--- src/rtl/decode_controller.sv ---
// ---------------------------------------------------------------------------
// decode_controller
//
// Decode-stage pipeline controller. It buffers {instr, pc} pairs from the
// fetch controller in a small circular skid buffer. The head entry goes to
// execute, subject to downstream stall, a one-cycle load-use bubble and flush.
//
// Ports:
//   clk, reset_n            clock, asynchronous active-low reset
//   decode_enable           fetch presents a valid instr_in/pc_in this cycle
//   instr_in, pc_in         fetched instruction and its PC
//   execute_stall_external  execute cannot accept this cycle
//   execute_is_load         instruction in execute is a load
//   execute_rd              destination register of the instruction in execute
//   flush                   redirect; drop everything buffered
//   fetch_stall_external    decode cannot accept (registered state only)
//   execute_enable          head entry is issued this cycle
//   decode_instr_out/pc_out head entry (0 when the buffer is empty)
//   rs1_addr/rs2_addr/rd_addr  register fields of the head entry
//   hazard_stall_count      saturating count of load-use bubbles
// ---------------------------------------------------------------------------
module decode_controller #(
    parameter int XLEN      = 32,
    parameter int BUF_DEPTH = 2,   // 2 or 4 only; the pointers rely on power-of-two wrap
    parameter int CNT_W     = 16
) (
    input  logic             clk,
    input  logic             reset_n,
    input  logic             decode_enable,
    input  logic [XLEN-1:0]  instr_in,
    input  logic [XLEN-1:0]  pc_in,
    input  logic             execute_stall_external,
    input  logic             execute_is_load,
    input  logic [4:0]       execute_rd,
    input  logic             flush,
    output logic             fetch_stall_external,
    output logic             execute_enable,
    output logic [XLEN-1:0]  decode_instr_out,
    output logic [XLEN-1:0]  decode_pc_out,
    output logic [4:0]       rs1_addr,
    output logic [4:0]       rs2_addr,
    output logic [4:0]       rd_addr,
    output logic [CNT_W-1:0] hazard_stall_count
);

    localparam int PTR_W = $clog2(BUF_DEPTH);
    localparam int OCC_W = PTR_W + 1;
    localparam logic [OCC_W-1:0] DEPTH_C = OCC_W'(BUF_DEPTH);

    localparam logic [6:0] OP_LUI    = 7'b0110111;
    localparam logic [6:0] OP_AUIPC  = 7'b0010111;
    localparam logic [6:0] OP_JAL    = 7'b1101111;
    localparam logic [6:0] OP_R      = 7'b0110011;
    localparam logic [6:0] OP_STORE  = 7'b0100011;
    localparam logic [6:0] OP_BRANCH = 7'b1100011;

    typedef enum logic [1:0] {
        IDLE   = 2'd0,
        DECODE = 2'd1,
        HAZARD = 2'd2
    } state_t;

    state_t            state_q, state_d;
    logic [XLEN-1:0]   instr_mem [BUF_DEPTH];
    logic [XLEN-1:0]   pc_mem    [BUF_DEPTH];
    logic [PTR_W-1:0]  head_q, tail_q;
    logic [OCC_W-1:0]  count_q;
    logic              hazard_done_q;   // head already took its bubble
    logic [CNT_W-1:0]  stall_cnt_q;

    logic              empty, full, push, pop;
    logic              uses_rs1, uses_rs2, hazard_raw, hazard_eff;
    logic [XLEN-1:0]   head_instr;
    logic [6:0]        opcode;

    assign empty = (count_q == '0);
    assign full  = (count_q == DEPTH_C);

    assign head_instr       = empty ? '0 : instr_mem[head_q];
    assign decode_instr_out = head_instr;
    assign decode_pc_out    = empty ? '0 : pc_mem[head_q];
    assign rs1_addr         = head_instr[19:15];
    assign rs2_addr         = head_instr[24:20];
    assign rd_addr          = head_instr[11:7];
    assign opcode           = head_instr[6:0];

    // NOTE: every output of an always_comb gets a default first, so no path
    // leaves it unassigned and no latch is inferred.
    always_comb begin
        uses_rs1 = 1'b1;
        uses_rs2 = 1'b0;
        case (opcode)
            OP_LUI, OP_AUIPC, OP_JAL:  uses_rs1 = 1'b0;
            OP_R, OP_STORE, OP_BRANCH: uses_rs2 = 1'b1;
            default: ;
        endcase
    end

    assign hazard_raw = !empty && execute_is_load && (execute_rd != 5'd0) &&
                        ((uses_rs1 && (rs1_addr == execute_rd)) ||
                         (uses_rs2 && (rs2_addr == execute_rd)));

    // After the bubble the load result is forwardable, so the same head is
    // not re-checked; the flag clears once that head pops.
    assign hazard_eff = hazard_raw && !hazard_done_q;

    assign execute_enable = (state_q == DECODE) && !empty && !hazard_eff &&
                            !execute_stall_external && !flush;

    assign push = decode_enable && !flush && !full;
    assign pop  = execute_enable;

    // Registered terms only: fetch derives decode_enable from this signal.
    assign fetch_stall_external = full || (state_q == HAZARD);

    assign hazard_stall_count = stall_cnt_q;

    always_comb begin
        state_d = state_q;
        if (flush) begin
            state_d = IDLE;
        end else begin
            case (state_q)
                IDLE: begin
                    if (push) state_d = DECODE;
                end
                DECODE: begin
                    if (hazard_eff && !execute_stall_external)
                        state_d = HAZARD;
                    else if (pop && !push && (count_q == OCC_W'(1)))
                        state_d = IDLE;
                end
                HAZARD:  state_d = DECODE;
                default: state_d = IDLE;
            endcase
        end
    end

    // NOTE: sequential state uses non-blocking assignments so every register
    // samples the pre-edge values regardless of statement order.
    always_ff @(posedge clk or negedge reset_n) begin
        if (!reset_n) begin
            state_q       <= IDLE;
            head_q        <= '0;
            tail_q        <= '0;
            count_q       <= '0;
            hazard_done_q <= 1'b0;
            stall_cnt_q   <= '0;
        end else begin
            state_q <= state_d;
            if ((state_q == HAZARD) && (stall_cnt_q != '1))
                stall_cnt_q <= stall_cnt_q + 1'b1;
            if (flush) begin
                head_q        <= '0;
                tail_q        <= '0;
                count_q       <= '0;
                hazard_done_q <= 1'b0;
            end else begin
                // Pointer width equals log2(depth), so increment wraps for free.
                if (push) tail_q <= tail_q + 1'b1;
                if (pop)  head_q <= head_q + 1'b1;
                case ({push, pop})
                    2'b10:   count_q <= count_q + 1'b1;
                    2'b01:   count_q <= count_q - 1'b1;
                    default: ;
                endcase
                if (pop)
                    hazard_done_q <= 1'b0;
                else if (state_q == HAZARD)
                    hazard_done_q <= 1'b1;
            end
        end
    end

    // NOTE: buffer storage has no reset; an entry is only visible while
    // count covers it, and the outputs are forced to 0 when empty.
    always_ff @(posedge clk) begin
        if (push) begin
            instr_mem[tail_q] <= instr_in;
            pc_mem[tail_q]    <= pc_in;
        end
    end

    // Fetch must honour fetch_stall_external; a push into a full buffer is
    // dropped. During flush the incoming word is discarded anyway.
    assert property (@(posedge clk) disable iff (!reset_n)
                     !(decode_enable && !flush && full));

endmodule

--- config.mk ---
export PLATFORM = sky130hd
export DESIGN_NAME = decode_controller
export DESIGN_NICKNAME = d
export VERILOG_FILES = /design/src/rtl/decode_controller.sv
export SDC_FILE = /design/constraint.sdc
export NUM_CORES = 1
export LEC_CHECK = 0
export CAP_MARGIN = 20
export CORE_ASPECT_RATIO = 2
export CORE_UTILIZATION = 44
export DETAILED_ROUTE_END_ITERATION = 10
export PLACE_DENSITY_LB_ADDON = 0.08
export REMOVE_ABC_BUFFERS = 1
export SKIP_CTS_REPAIR_TIMING = 1
export SYNTH_ARGS = -nofsm -noshare
export SYNTH_HDL_FRONTEND = slang
export SYNTH_SLANG_ARGS = --single-unit
--- constraint.sdc ---
create_clock -name clk -period 6.2 [get_ports clk]
set_input_delay 1.55 -clock clk [delete_from_list [all_inputs] [get_ports clk]]
set_output_delay 1.55 -clock clk [all_outputs]
set_load 0.02 [all_outputs]
Word-level counts from Yosys, hierarchy flattened
Memory sizes are Yosys's and may differ from the RTL's.
Index checks and enable logic that the tools add are counted.
{ "word_totals": {"ff_bits": 23, "ram_bits": 128, "input_bits": 75, "n_memories": 2} }
{ "memory_table": {"columns": ["memory", "depth", "word_bits", "rd", "rd_clocked_by_memory_dff", "write_ports", "line", "text"], "rows": [
  ["instr_mem", 2, 32, 1, 0, 1, "64", "logic [XLEN-1:0] instr_mem [BUF_DEPTH];"],
  ["pc_mem", 2, 32, 1, 0, 1, "65", "logic [XLEN-1:0] pc_mem [BUF_DEPTH];"]
]} }
{ "classes": {"n_addsub": 5, "n_eq_ne": 17, "muxes": 20, "n_reduce_logical": 35} }
{ "ops": {"columns": ["cell", "count"], "rows": [
  ["$mux W32", 2],
  ["$eq A7 B6 Y1 const B", 3],
  ["$add A16 B1 Y16 const B", 1],
  ["$logic_and A1 B1 Y1", 16],
  ["$ne A16 B16 Y1 const B", 1],
  ["$eq A7 B7 Y1 const B", 2],
  ["$mux W1", 11],
  ["$eq A5 B5 Y1", 2],
  ["$mux W2", 5],
  ["$eq A7 B5 Y1 const B", 1],
  ["$logic_not A1 Y1", 7],
  ["$eq A2 B1 Y1 const B", 3],
  ["$eq A2 B2 Y1 const B", 3],
  ["$pmux W2 S3", 1],
  ["$reduce_bool A3 Y1", 2],
  ["$reduce_or A3 Y1", 2],
  ["$reduce_bool A5 Y1", 1],
  ["$logic_not A2 Y1", 2],
  ["$ne A4 B2 Y1 const B", 1],
  ["$pmux W2 S2", 1],
  ["$reduce_bool A2 Y1", 2],
  ["$ne A3 B3 Y1 const B", 1],
  ["$add A1 B1 Y1 const B", 2],
  ["$add A2 B1 Y2 const B", 1],
  ["other kinds (3)", 4]
]} }

Longest topological paths before layout
Gate-level depths: netlist (run 1).
{ "logic_depth": {"ltp_word": 19, "depth_mapped": 11, "ltp_nobuf": 9} }

Worst setup path before layout (run 1)
Ideal clock, no wire load.
{ "synth_timing": {"kind": "input port to flip-flop", "start": "in flush", "end": "mem instr_mem[1][0] (enable)", "t_arrival_ns": 6.454, "t_required_ns": 5.622, "path_slack_ns": -0.832, "path_stages": 2, "n_path_buf": 1, "path_cell_list": "clkbuf_1 > nor3b_1"} }
{ "synth_via": {"elab_chain_len": 5} }
{ "synth_lines": {"columns": ["item", "line", "text"], "rows": [
  ["start: declaration", "35", "input logic flush,"],
  ["$logic_not A1 Y1", "110", "assign push = decode_enable && !flush && !full;"],
  ["$logic_and A1 B1 Y1 (2 in series)", "110", null],
  ["$mux W1", "178", "if (push) begin"],
  ["$mux W1 (implied by the code)", "179", "instr_mem[tail_q] <= instr_in;"],
  ["end: declaration", "64", null]
]} }
Every way passes these cells.

Worst setup path in the final report (run 1)
{ "layout_timing": {"start": "in execute_rd[1]", "end": "out execute_enable"} }
{ "layout_via": {"elab_chain_len": 9} }
{ "layout_lines": {"columns": ["item", "line", "text"], "rows": [
  ["start: declaration", "34", "input logic [4:0] execute_rd,"],
  ["$eq A5 B5 Y1, on equally long branches", "100, 101", null],
  ["$logic_and A1 B1 Y1, on equally long branches", "100, 101", null],
  ["$logic_or A1 B1 Y1", "100", "((uses_rs1 && (rs1_addr == execute_rd)) ||"],
  ["$logic_and A1 B1 Y1 *", "99", "assign hazard_raw = !empty && execute_is_load && (execute_rd != 5'd0) &&"],
  ["$logic_and A1 B1 Y1 *", "105", "assign hazard_eff = hazard_raw && !hazard_done_q;"],
  ["$logic_not A1 Y1 *", "107", "assign execute_enable = (state_q == DECODE) && !empty && !hazard_eff &&"],
  ["$logic_and A1 B1 Y1 * (2 in series)", "107", null],
  ["$logic_and A1 B1 Y1 *", "108", "!execute_stall_external && !flush;"],
  ["end: declaration", "37", "output logic execute_enable,"]
]} }
Every way passes the cells marked *; elsewhere a longest branch is shown, timed or not.

==> results_dict.tcl, run 1 <==
set metrics [dict create \
    drv_slew 0 \
    clock_skew_ps 10.5 \
    r2r_start "head_q" \
    post-route-period-util_pct 89.2 \
    cts_buffer_depth 2 \
    rows 62 \
    post_drt_via_cell_ratio 5.04 \
    synth.distinct_cells 47 \
    wl_met1_um 4880 \
    synth_enable_flop_cells 128 \
    io_buffer_count 171 \
    synth_warnings 0 \
    ys_top_cells_by_area "edfxtp_1 (60%), mux2i_1 (10%), dfrtp_1 (9.0%)" \
    seq_area_mm2 0.00442 \
    ant_nets 0 \
    initial_core_util_pct 44.8 \
    synth_seq_cells 151 \
    top_layer "met4" \
    pre_cts_slack_ps 669 \
    worst-path-max-fanout 6 \
    first_iter_violations 118 \
    overflow 0 \
    post-route-drc-count 0 \
    cts.clk_slew.worst_paths_ps 60 \
    wl_met2_um 7520 \
    fin_hold_ws_ps 499 \
    first_pass_iters 4 \
    drt_wl_total_um 13500 \
    ff2ff_setup_slack_ps 3050 \
    crit_path_start_kind "primary input" \
    synthXorXnorAreaFrac_pct 2.74 \
    fillers 1165 \
    path_cells "clkdlybuf4s50_1 > or4_1 > o211ai_1 > nor2_1 > a41oi_2 > o21ai_2 > nor2_1 > clkdlybuf4s50_1" \
    ios 172 \
    synth_mux_area_share_pct 10.7 \
    cts-buffers-inserted 17 \
    grt_max_degree 85 \
    grt_pass1_vias 4240 \
    r2r_cells 7 \
    htree_levels 4 \
    clock.fmax_ghz 0.181 \
    cpPeakStageDelay_ps 610 \
    area_growth_pct 37.3 \
    nets 680 \
    cp-end-kind "output pin" \
    chipHeight_um 173 \
    power_density_mw_per_mm2 328 \
    hold_path_class "flip-flop to flip-flop" \
    ys_dominant_reg_cell "edfxtp_1" \
    coreArea_mm2 0.0143 \
    wl_met3_um 651 \
    peakVddDrop_mv 0.216 \
    holdPathStages 1 \
    cp_slowest_cell "clkdlybuf4s50_1" \
    hp-start "hazard_stall_count[10]" \
    relSlewSlack_pct 38.4 \
    worst-slew-pin-transition_ps 924 \
    status "completed" \
    worst-path-stages 8 \
    synth_area_leader_cell "edfxtp_1" \
    synth_top_family_by_area "multiplexers" \
    synth_seq_area_share_pct 69.1 \
    gp_congestion 0.742 \
    syn_avg_cell_area_um2 14.5 \
    fin_crit_ps 5530 \
    synth_top_area_share_pct 60.1 \
    die_area_mm2 0.0151 \
    worstPathArrival_ps 3980 \
    cp.required_ps 4650 \
    cts_tree "yes" \
    leakage_nw 2.96 \
    hpwl_um 9150 \
    drive_gt1_share_pct 8.14 \
    routedWlPerCell_um 16.8 \
    reg2reg_to "count_q[1]" \
    critPathBufInv 2 \
    synthCells 440 \
    netlist_area_mm2 0.00640 \
    async_flop_share_pct 15.2 \
    clkLatencyLatePin_ps 410 \
    finalPower_w 0.00289 \
    synth_compound_area_share_pct 3.40 \
    root_buffer "clkbuf_16" \
    drv_cap 0 \
    rsz0062_at_grt "false" \
    synth_simple_gate_area_share_pct 9.74 \
    die_x_um 87.3 \
    setup_ws_ps 672 \
    cts.sinks 151 \
    critPathKind "primary input to output pin" \
    min_to "hazard_stall_count[10]" \
    grt_usage_pct 19.0 \
    crit_family "buffers and inverters" \
    multiInputGateArea_mm2 0.00177 \
    setup_viol 0 \
    final_core_util_pct 61.5 \
    antenna_found_initial 1 \
    vias 4068 \
    grt_pass1_wl_um 21300 \
    hold_viol 0 \
    yosys.area_share.adder_pct 0.782 \
]
## Yosys cell counts (7+ instances only)
master    count
edfxtp_1    128
nor2_1       76
mux2i_1      66
dfrtp_1      23
buf_4        15
xnor2_1      14
clkbuf_1     12
nor3_1       11
nand2_1       9
a21oi_1       7
nand3_1       7
nand4_1       7
## power breakdown
group	switching (W)	internal, W	leakage, nW
clock	0.000420	0.000560	0.267
sequential	0.0000315	0.00117	1.49
combinational	0.000387	0.000319	1.20
total	0.000838	0.00205	2.96
## logic make-up (layout without fill, tap and decap cells)
| family | Yosys count | after routing |
|---|---|---|
| flops | 151 | 151 |
| other cells | 0 | 1 |
| compound gates | 28 | 28 |
| fa+ha+maj | 4 | 4 |
| mux | 68 | 68 |
| xor+xnor | 20 | 20 |
| simple gates | 131 | 131 |
| buf+inv | 38 | 212 |
## flip-flops by register name, summed over array words and instances, names as in the netlist
| register | flops |
|---|---|
| count_q | 2 |
| instr_mem | 64 |
| tail_q | 1 |
| state_q | 2 |
| hazard_done_q | 1 |
| hazard_stall_count | 16 |
| head_q | 1 |
| pc_mem | 64 |
## placed cells by master (no fill, tap or decap), types with 3 or more instances in the layout
cell type,instances
clkdlybuf4s50_1,171
edfxtp_1,128
nor2_1,76
mux2i_1,66
dfrtp_1,22
clkbuf_16,17
xnor2_1,14
nor3_1,10
nand2_1,9
a21oi_1,7
nand3_1,7
nand4_1,7
o21ai_0,6
xor2_1,6
inv_1,5
inv_6,5
o21a_1,4
nor4b_1,4
clkinvlp_4,4
or3_1,3
ha_1,3
buf_4,3
## layout make-up
class | count | share of cell area, %
Clock buffer | 17 | 4.84
Multi-Input combinational cell | 251 | 20.2
Antenna cell | 1 | 0.0285
Inverter | 5 | 0.214
Timing Repair Buffer | 175 | 20.1
Sequential cell | 151 | 50.3
Clock inverter | 15 | 1.61
Tap cell | 192 | 2.73
## worst max path at each step
| stage | start | end | slack [ps] |
|---|---|---|---|
| final | execute_rd[1] | execute_enable | 670 |
| after global routing | execute_rd[1] | execute_enable | 500 |
| after CTS | execute_rd[1] | execute_enable | 670 |
| after detailed placement | execute_rd[1] | execute_enable | 670 |
| after global placement | execute_rd[1] | execute_enable | 680 |
| after floorplan | decode_enable | instr_mem[1][0] | -780 |
## metrics by stage
stage / setup TNS, ps / area, µm² / cells
floorplan: -74980 / 6190 / 407
global placement: 0 / 8190 / 773
detailed placement: 0 / 8190 / 773
CTS: 0 / 8750 / 805
global route: 0 / 8780 / 807
finish: 0 / 8780 / 807
## per-layer routing
| layer | vias to the layer above | global-route usage [%] |
|---|---|---|
| met3 | 29 | 5.18 |
| met4 | 0 | 9.36 |
| met1 | 1978 | 19.8 |
| met2 | 127 | 33.8 |
| li1 | 1934 | - |
| met5 | - | 0 |
Power figures use the tool's default switching activity.
==> inputs of run 2 (changes only) <==
Settings changed: CORE_UTILIZATION 44 to 45, CTS_BUF_LIST set to sky130_fd_sc_hd__clkbuf_2 sky130_fd_sc_hd__clkbuf_4 sky130_fd_sc_hd__clkbuf_8.
==> run 2 against run 1 <==
Net effect:
- die area shrank 2.2%
- via count shrank 0.61%
- utilization grew 0.14 points
- global-route usage grew 1.2 points
- non-clock buffer count grew 1
- sequential share of layout area grew 1.3 points
- final cell count shrank 0.37%
- worst hold slack lost 5.3 ps
- critical path type unchanged
- highest routed layer unchanged
- sequential cell count is the same
==> results_dict.tcl, run 2 (synthesized netlist as in run 1, its figures left out) <==
set metrics [dict create \
    grt_pass1_vias 4446 \
    fin_hold_ws_ps 493 \
    power_density_mw_per_mm2 301 \
    p_int_w 0.00177 \
    path_cells "clkdlybuf4s50_1 > or4_1 > o211ai_1 > nor2_1 > a41oi_2 > o21ai_2 > nor2_1 > clkdlybuf4s50_1" \
    drv_cap 0 \
    placed_area_mm2 0.00822 \
    netSwitchingPower_w 0.000810 \
    cpPeakStageDelay_ps 610 \
    final_cell_mix "clkdlybuf4s50_1 (171), edfxtp_1 (128), nor2_1 (76)" \
    drive_gt1_share_pct 8.13 \
    setup_ws_ps 676 \
    crit_family "buffers and inverters" \
    cts-buffers-inserted 17 \
    swShare_pct 31.4 \
    die_area_mm2 0.0147 \
    multiInputGateArea_mm2 0.00177 \
    root_buffer "clkbuf_8" \
    clkPwrFrac_pct 26.1 \
    mostFrequentLayoutCell "clkdlybuf4s50_1" \
    clkLatencyLatePin_ps 430 \
    p_comb_share_pct 27.8 \
    first_pass_iters 4 \
    critPathBufInv 2 \
    cp-end-kind "output pin" \
    first_iter_violations 145 \
    cts.sinks 151 \
    cp_slowest_cell "clkdlybuf4s50_1" \
    hpwl_um 9770 \
    critPathKind "primary input to output pin" \
    cp.required_ps 4650 \
    coreArea_mm2 0.0139 \
    die_x_um 86.3 \
    peakVddDrop_mv 0.184 \
    final_core_util_pct 61.7 \
    cts_buffer_depth 2 \
    design_area_mm2 0.00857 \
    area_growth_pct 34.0 \
    pre_cts_slack_ps 675 \
    cts_tree "yes" \
    ios 172 \
    gp_congestion 0.820 \
    clock.fmax_ghz 0.181 \
    fillers 1144 \
    vias 4043 \
    leakage_nw 2.87 \
    seq_area_mm2 0.00442 \
    drv_slew 0 \
    seqPwrFrac_pct 46.2 \
    post-route-drc-count 0 \
    hold_path_class "flip-flop to flip-flop" \
    crit_path_start_kind "primary input" \
    worst-path-max-fanout 6 \
    relSlewSlack_pct 36.9 \
    antenna_found_initial 0 \
    initial_core_util_pct 46.0 \
    grt_util_met1_pct 19.7 \
    rsz0062_at_grt "false" \
    clock_skew_ps 16.2 \
    routedWlPerCell_um 17.7 \
    hold_viol 0 \
    setup_viol 0 \
    status "completed" \
    cts.clk_slew.worst_paths_ps 80 \
    io_buffer_count 171 \
    diodes 0 \
    met3_usage_pct 4.34 \
    post_drt_via_cell_ratio 5.03 \
    grt_max_degree 85 \
    grt_use_met2_pct 39.4 \
    worstPathArrival_ps 3970 \
    nets 681 \
    grt-busiest-layer "met2" \
    drt_wl_total_um 14200 \
    rows 61 \
    post-route-period-util_pct 89.1 \
    fin_crit_ps 5520 \
    grt_pass1_wl_um 22100 \
    ff2ff_setup_slack_ps 2950 \
    chipHeight_um 171 \
    ant_nets 0 \
    grt_usage_pct 20.2 \
    worst-slew-pin-transition_ps 947 \
    htree_levels 4 \
    overflow 0 \
]
-- run 2: cell count changes in the layout (fill, tap and decap cells not counted), sizes merged --
cell      change
clkinvlp      -2
diode         -1
buf           +1
inv           +1
clkinv        +2
bufinv        -1
-- run 2: layout make-up --
type / instances / area share [%]
Clock inverter: 15 / 1.34
Sequential cell: 151 / 51.6
Clock buffer: 17 / 2.73
Tap cell: 189 / 2.76
Inverter: 5 / 0.219
Multi-Input combinational cell: 251 / 20.7
Timing Repair Buffer: 176 / 20.6
-- run 2: worst paths after layout --
check / from / endpoint / depth (start not counted)
worst max-delay path: execute_rd[2] / execute_enable / 8
worst min-delay path: hazard_stall_count[10] / hazard_stall_count[10] / 1
worst max register to register: count_q[0] / count_q[1] / 9
worst min register to register: hazard_stall_count[10] / hazard_stall_count[10] / 1
max in group asynchronous: reset_n / head_q / 2
min in group asynchronous: reset_n / hazard_stall_count[4] / 2
-- run 2: power groups by stage --
| stage | Clock [W] | Combinational (W) | Sequential, W |
|---|---|---|---|
| floorplan | 0 | 0.000362 | 0.00122 |
| global placement | 0 | 0.000703 | 0.00122 |
| detailed placement | 0 | 0.000725 | 0.00122 |
| CTS | 0.000694 | 0.000728 | 0.00119 |
| global route | 0.000734 | 0.000768 | 0.00120 |
| finish | 0.000672 | 0.000716 | 0.00119 |
-- run 2: metal layers --
layer  vias up  wire length [µm]
li1       1937                 -
met1      1959              5000
met2       126              8180
met3        21               674
met4         0               371
met5         -                 0
-- run 2: through the flow --
stage	setup TNS (ps)	power (W)	instances
3_5_place_dp	0	0.00194	772
3_3_place_gp	0	0.00193	771
2_1_floorplan	-74980	0.00159	407
6_report	0	0.00258	804
4_1_cts	0	0.00261	804
5_1_grt	0	0.00270	804
==> inputs of run 3 (changes only) <==
Settings changed: CORE_UTILIZATION 45 to 54.
Clock period 6.2 ns to 6.5 ns, I/O delays scaled along.
==> run 3 against run 2 <==
Net effect:
- design area is 0.54% lower
- final cell count is 5.8% lower
- clock-buffer cell count is 2 higher
- worst hold slack better by 18 ps
- clock power is 1% lower
- critical path depth stayed put
- sequential power is 4% lower
- largest cell class unchanged
- largest power group unchanged
==> results_dict.tcl, run 3 (synthesized netlist as in run 1, its figures left out) <==
set metrics [dict create \
    drt_wl_total_um 14000 \
    finalPower_w 0.00249 \
    worst-path-max-fanout 6 \
    cts_tree "yes" \
    first_pass_iters 4 \
    final_cell_mix "clkdlybuf4s50_1 (171), edfxtp_1 (128), nor2_1 (76)" \
    grt_max_degree 85 \
    initial_core_util_pct 56.0 \
    cp_slowest_cell "clkdlybuf4s50_1" \
    drv_slew 0 \
    dp.cells 724 \
    post-route-drc-count 0 \
    fin_crit_ps 5740 \
    hpwl_um 9570 \
    grt_pass1_vias 4357 \
    io_buffer_count 171 \
    clock_skew_ps 12.3 \
    root_buffer "clkbuf_8" \
    ant_nets 0 \
    cp-end-kind "output pin" \
    rsz0062_at_grt "false" \
    relSlewSlack_pct 39.2 \
    status "completed" \
    mostFrequentLayoutCell "clkdlybuf4s50_1" \
    ios 172 \
    die_x_um 79.0 \
    vias 4158 \
    diodes 0 \
    area_growth_pct 33.2 \
    critPathKind "primary input to output pin" \
    worstPathArrival_ps 4110 \
    clock.fmax_ghz 0.174 \
    cpPeakStageDelay_ps 620 \
    peakVddDrop_mv 0.305 \
    setup_viol 0 \
    rows 55 \
    wl_met2_um 8080 \
    post_drt_via_cell_ratio 5.49 \
    setup_ws_ps 762 \
    cts-buffers-inserted 17 \
    cts.clk_slew.worst_paths_ps 80 \
    crit_path_start_kind "primary input" \
    pre_cts_slack_ps 804 \
    cts_buffer_depth 2 \
    critPathBufInv 2 \
    cp.required_ps 4880 \
    path_cells "clkdlybuf4s50_1 > or4_1 > o211ai_1 > nor2_1 > a41oi_2 > o21ai_2 > nor2_1 > clkdlybuf4s50_1" \
    nets 681 \
    coreArea_mm2 0.0114 \
    hold_viol 0 \
    cts.sinks 151 \
    htree_levels 4 \
    gp_congestion 0.817 \
    placed_area_mm2 0.00813 \
    antenna_found_initial 0 \
    chipHeight_um 156 \
    power_density_mw_per_mm2 292 \
    drive_gt1_share_pct 8.29 \
    routedWlPerCell_um 18.5 \
    post-route-period-util_pct 88.3 \
    overflow 0 \
    instances_no_fill 757 \
    wl_met3_um 757 \
    fillers 769 \
    crit_family "buffers and inverters" \
    hold_path_class "flip-flop to flip-flop" \
    grt_usage_pct 23.6 \
    first_iter_violations 233 \
    leakage_nw 2.87 \
    grt_pass1_wl_um 21100 \
    design_area_mm2 0.00852 \
    wl_met1_um 4780 \
    worst-slew-pin-transition_ps 912 \
    top_layer "met4" \
    drv_cap 0 \
    die_area_mm2 0.0123 \
    clkLatencyLatePin_ps 430 \
]
-- run 3: power breakdown --
part           switching [W]  internal, W
registers          0.0000291      0.00111
clock network       0.000349     0.000315
logic               0.000376     0.000304
-- run 3: path summary, 6_finish.rpt --
check / start / endpoint / slack (ps) / cells past startpoint
max: execute_rd[1] / execute_enable / 760 / 8
min: hazard_stall_count[6] / hazard_stall_count[6] / 510 / 1
max reg2reg: count_q[0] / count_q[1] / 3220 / 9
min reg2reg: hazard_stall_count[6] / hazard_stall_count[6] / 510 / 1
max in group asynchronous: reset_n / hazard_stall_count[8] / 4600 / 2
min in group asynchronous: reset_n / head_q / 1450 / 1
-- run 3: per-layer routing --
layer | vias up | GRT usage, %
met5 | - | 0
met4 | 0 | 10.8
met3 | 30 | 5.96
met2 | 147 | 45.0
met1 | 2046 | 22.9
li1 | 1935 | -
-- run 3: final cells by class --
cell class / count / area [µm²] / share of cell area (%)
timing repair buffer: 176 / 1760 / 20.6
sequential: 151 / 4420 / 51.9
inverter: 5 / 18.8 / 0.220
multi-input combinational: 251 / 1770 / 20.8
clock buffer: 19 / 249 / 2.92
clock inverter: 13 / 125 / 1.47
tap: 142 / 178 / 2.08
-- run 3: worst register-to-register path, delay by kind of cell, from the launching register on --
kind | cells | cell delay, ps
AOI/OAI and AO/OA | 4 | 1050
adders and majority gates | 1 | 760
buffers and inverters | 2 | 420
DFF | 1 | 420
and+or+nand+nor | 2 | 530
-- run 3: per-stage QoR --
step / hold WS [ps] / util [%] / TNS [ps]
3_5_place_dp: 488 / 71.2 / 0
2_1_floorplan: 520 / - / -46180
4_1_cts: 504 / 74.5 / 0
3_3_place_gp: 493 / 71.2 / 0
6_report: 512 / 74.6 / 0
5_1_grt: 527 / 74.6 / 0
